$ cat src/rtl/auth_block_sequencer.sv
// Block-level sequencer between an AXI-stream block source and a single-block
// MAC/hash compression core; issues one start per block and holds one tag per message.
//
// state | meaning
// ------+-------------------------------------------------------------
// IDLE  | ready to accept the next block from the stream slave
// RUN   | block handed to core, waiting for core_done
// OUT   | final tag presented, waiting for tag_ready handshake
module auth_block_sequencer #(
  parameter int DATA_WIDTH   = 512,
  parameter int DIGEST_WIDTH = 256,
  parameter int CNT_WIDTH    = 16
) (
  input  logic                    clk,
  input  logic                    resetN,
  input  logic                    s_valid,
  input  logic                    s_last,
  input  logic [DATA_WIDTH-1:0]   s_data,
  output logic                    s_ready,
  output logic                    core_start,
  output logic                    core_first,
  output logic [DATA_WIDTH-1:0]   core_block,
  input  logic                    core_done,
  input  logic [DIGEST_WIDTH-1:0] core_digest,
  output logic                    tag_valid,
  input  logic                    tag_ready,
  output logic [DIGEST_WIDTH-1:0] tag_out,
  output logic [CNT_WIDTH-1:0]    block_count,
  output logic                    busy,
  output logic                    err_overflow
);

  typedef enum logic [1:0] {
    IDLE = 2'd0,
    RUN  = 2'd1,
    OUT  = 2'd2
  } state_t;

  localparam logic [CNT_WIDTH-1:0] CNT_MAX = '1;

  state_t state;
  logic   first_flag;
  logic   last_flag;

  always_ff @(posedge clk or negedge resetN) begin
    if (!resetN) begin
      state        <= IDLE;
      s_ready      <= 1'b0;
      core_start   <= 1'b0;
      core_first   <= 1'b0;
      core_block   <= '0;
      tag_valid    <= 1'b0;
      tag_out      <= '0;
      block_count  <= '0;
      busy         <= 1'b0;
      err_overflow <= 1'b0;
      first_flag   <= 1'b1;
      last_flag    <= 1'b0;
    end else begin
      case (state)
        IDLE: begin
          if (s_valid && s_ready) begin
            core_block <= s_data;
            last_flag  <= s_last;
            s_ready    <= 1'b0;
            core_start <= 1'b1;
            core_first <= first_flag;
            busy       <= 1'b1;
            state      <= RUN;
          end else begin
            s_ready <= 1'b1;
          end
        end

        RUN: begin
          core_start <= 1'b0;
          core_first <= 1'b0;
          // A done coincident with our own start pulse belongs to no block of ours.
          if (core_done && !core_start) begin
            if (block_count == CNT_MAX) begin
              err_overflow <= 1'b1;
            end else begin
              block_count <= block_count + 1'b1;
            end
            first_flag <= 1'b0;
            if (last_flag) begin
              tag_out   <= core_digest;
              tag_valid <= 1'b1;
              state     <= OUT;
            end else begin
              s_ready <= 1'b1;
              busy    <= 1'b0;
              state   <= IDLE;
            end
          end
        end

        OUT: begin
          if (tag_ready) begin
            tag_valid   <= 1'b0;
            block_count <= '0;
            first_flag  <= 1'b1;
            s_ready     <= 1'b1;
            busy        <= 1'b0;
            state       <= IDLE;
          end
        end

        default: begin
          s_ready    <= 1'b0;
          core_start <= 1'b0;
          core_first <= 1'b0;
          tag_valid  <= 1'b0;
          busy       <= 1'b0;
          state      <= IDLE;
        end
      endcase
    end
  end

endmodule

$ cat config.mk
export PLATFORM = sky130hd
export DESIGN_NAME = auth_block_sequencer
export DESIGN_NICKNAME = d
export VERILOG_FILES = /design/src/rtl/auth_block_sequencer.sv
export SDC_FILE = /design/constraint.sdc
export NUM_CORES = 1
export LEC_CHECK = 0
export ABC_AREA = 1
export CELL_PAD_IN_SITES_DETAIL_PLACEMENT = 2
export CELL_PAD_IN_SITES_GLOBAL_PLACEMENT = 2
export CORE_AREA = 2 2 606 608
export CTS_CLUSTER_SIZE = 28
export DETAILED_ROUTE_END_ITERATION = 12
export DIE_AREA = 0 0 608 610
export PLACE_DENSITY = 0.38
export SLEW_MARGIN = 20
export SYNTH_ARGS = -nofsm -noshare
export SYNTH_HDL_FRONTEND = slang
export SYNTH_SLANG_ARGS = --single-unit
$ cat constraint.sdc
create_clock -name clk -period 1.68 [get_ports clk]
set_input_delay 0.252 -clock clk [delete_from_list [all_inputs] [get_ports clk]]
set_output_delay 0.252 -clock clk [all_outputs]
set_load 0.01 [all_outputs]
==> impl_metrics.yaml <==
logic_synthesis:
  synth_warnings: 0
  netlist_instances: 2915
  synth.avg_cell_area_um2: 10.8
  synth_async_sr_flop_share: 1.00
  synth_cell_types: 29
  syn-num-nets: 3695
  post-synth-top-area-fraction: 0.633
  synth_enable_flop_cells: 0
  synth.top_cells.by_area: "dfrtp_1 (63%), nand2_1 (19%), mux2_4 (11%)"
  post-synth-top-area-cell: "dfrtp_1"
  synth_top_cells_by_count: "nand2_1 (1617), dfrtp_1 (793), mux2_4 (240)"
  netlist_area_um2: 31400
  synthFlopType: "dfrtp_1"
  post-synth-top-count-cell: "nand2_1"
  synth.yosys.seq_area_share: 0.634
  synth_seq_cells: 794
global_route:
  grtUsageMet1: 0.155
  grt_use_total: 0.130
  antenna_found_initial: 117
  grt_start_max_net_pins: 86
  grt_most_used_layer: "met2"
  grtUsageMet2: 0.231
  grt_remaining_overflow: 0
  grt_pass1_wl_um: 334000
  grtUsageMet3: 0.0395
  vias_in_the_first_global_route: 36500
floorplanning:
  initial_core_util: 0.0861
  std_cell_rows: 222
  die_w_um: 608
  total_core_area_um2: 364000
  die_h_um: 610
  design.portCount: 1564
  dieArea_um2: 371000
power_and_ir_drop:
  power-per-cell-area_nw_per_um2: 1720
  power_leakage_uw: 0.0323
  vdd.ir_drop.worst_v: 0.000782
timing:
  setup_viol: 943
  timing.final.crit_share: 1.12
  fin_crit_ns: 1.88
  tns_ns: -84.62
  timing_hold_violations_final: 0
  max_clock_freq_mhz: 532
  finClkSkew_ns: 0.0880
  max-slew-margin-rel: 0.601
  worstMarginPinSlew_ns: 0.598
  final.setup.worst_slack_ns: -0.199
  rsz0062_at_grt: "true"
  holdWs_ns: 0.0786
  timing.final.max_slew_violations: 0
critical_path:
  worstPathCellList: "inv_2 > ha_4 > nand2_4 > inv_4 > nand2_8 > buf_16 > buf_12 > buf_12 > buf_12 > mux2_4"
  cpMostUsedCell: "buf_12"
  crit_path_max_fanout: 8
  cp.arrival_ns: 2.65
  crit_path_start_kind: "flop"
  critPathSlowestCell: "dfrtp_1"
  worst-endpoint-required_ns: 2.46
  cp_top_family: "buffers and inverters"
  timing.critical_path.slowest_cell_delay_ns: 0.39
  path_buf_inv: 6
  worst_setup_path_end_kind: "flop"
  criticalPathCategory: "flop to flop"
final_layout:
  fin_nets: 6383
  finish.utilization: 0.186
  final_design_area_no_fill_um2: 67900
  synthToLayoutAreaGrowth_pct: 117
  final_layout_size_suffix_gt1_frac: 0.305
  fillers: 41300
routing:
  wl_per_cell_um: 23.6
  drtIter0Drc: 1291
  drcViolationCount: 0
  via_count: 31900
  vias_per_cell: 3.02
  totalWireLength_um: 250000
  detail-route-antenna-nets: 0
  drt-pass1-iter-count: 5
place:
  instance_area_at_placement_um2: 54100
  port_buffers: 1563
  place_congestion: 0.869
  dp.final_hpwl_um: 200000
cts:
  cts_buffers: 121
  number_of_buffers_on_the_longest_clock_path: 4
  worstSkewPairLatency_ns: 0.90
  htree_levels: 3
  clock-sinks: 794
  clk_transition_reported_paths_ns: 0.06
  cts.root.buffer_cell: "clkbuf_16"
  cts_tree: "yes"
run:
  cap_viol_max_count: 0
min_path:
  worst_hold_path_type: "input pin to flop"
run_status:
  failed_checks: "negative setup slack"
  outcome: "finished with violations"
-- worst reg2reg max path: cells and delay by family (launching register included) --
| kind | cells | cell delay (ns) |
|---|---|---|
| buf+inv | 6 | 0.85 |
| simple gates | 2 | 0.17 |
| mux | 1 | 0.29 |
| fa+ha+maj | 1 | 0.14 |
| flops | 1 | 0.39 |
-- repair_timing --
| action | 4_1_cts | 5_1_grt |
|---|---|---|
| pin swaps | 5 | 6 |
| buffers inserted | 238 | 12 |
| hold buffers | 684 | 0 |
| setup endpoints to repair | 1574 | 1541 |
| hold endpoints to repair | 1429 | 0 |
| gates cloned | 7 | 12 |
| gates resized for setup | 4182 | 26 |
-- kinds of logic (layout without fill, tap and decap cells) --
group,count (synthesis),count (layout),synth area share
compound gates,22,22,0.00407
xor+xnor,4,4,0.00112
fa+ha+maj,6,6,0.00239
buf+inv,165,2948,0.0366
flops,794,794,0.634
mux,256,256,0.121
other cells,0,40,0
simple gates,1668,1668,0.202
-- metrics by stage --
step,instances,setup WS (ns),total power (uW)
after floorplan,2915,0.0373,49900
after global placement,9346,-0.700,84400
after detailed placement,9346,-0.646,84900
after CTS,10500,-0.258,119000
after global routing,10500,-0.283,124000
final,10600,-0.199,117000
-- layer usage --
metal / routed length (um) / share of wire
met5: 251 / 0.0010
met4: 5050 / 0.020
met3: 16900 / 0.068
met2: 125000 / 0.50
met1: 102000 / 0.41
-- placed cells by master, fill, tap and decap left out, drive strengths merged, types with 8 or more instances in the layout --
| cell type | synthesis | final |
|---|---|---|
| clkdlybuf4s50 | 0 | 772 |
| dfrtp | 793 | 793 |
| clkbuf | 18 | 192 |
| clkinv | 1 | 24 |
| nor2 | 30 | 30 |
| bufinv | 0 | 8 |
| mux2 | 256 | 256 |
| nand2 | 1619 | 1619 |
| buf | 125 | 1211 |
| nand3 | 15 | 15 |
| o21ai | 12 | 12 |
| inv | 21 | 21 |
| diode | 0 | 40 |
| dlygate4sd2 | 0 | 26 |
| dlygate4sd3 | 0 | 684 |
-- cell type report --
type / count / area [um^2] / share of cell area
clock inverter: 37 / 479 / 0.00706
clock buffer: 181 / 3520 / 0.0519
sequential: 794 / 19900 / 0.293
antenna: 40 / 100 / 0.00147
multi-input combinational: 1956 / 10400 / 0.154
inverter: 22 / 114 / 0.00168
tap: 4816 / 6030 / 0.0887
timing repair buffer: 2708 / 27300 / 0.402
-- state kept, by name, indices dropped and copies added (netlist names) --
name / count
first_flag: 1
core_first: 1
last_flag: 1
state: 2
s_ready: 1
tag_valid: 1
core_block: 512
core_start: 1
err_overflow: 1
busy: 1
block_count: 16
tag_out: 256
-- power by group --
group / total [uW] / internal, uW / switching (uW)
sequential: 35500 / 28000 / 7490
clock: 26400 / 15600 / 10800
combinational: 54700 / 28900 / 25800
-- path summary, 6_finish.rpt --
check / startpoint / to / slack [ns] / cells after the start
hold reg to reg: core_block[185]$_DFFE_PN0P_ / core_block[185]$_DFFE_PN0P_ / 0.48 / 2
min in group asynchronous: resetN / core_block[57]$_DFFE_PN0P_ / 0.28 / 3
hold / removal: s_data[171] / core_block[171]$_DFFE_PN0P_ / 0.08 / 3
setup reg to reg: state[1]$_DFFE_PN0P_ / tag_out[224]$_DFFE_PN0P_ / -0.20 / 10
max in group asynchronous: resetN / tag_out[216]$_DFFE_PN0P_ / 0.76 / 4
setup / recovery: state[1]$_DFFE_PN0P_ / tag_out[224]$_DFFE_PN0P_ / -0.20 / 10
Note: power is estimated with default switching activity, not from simulation.
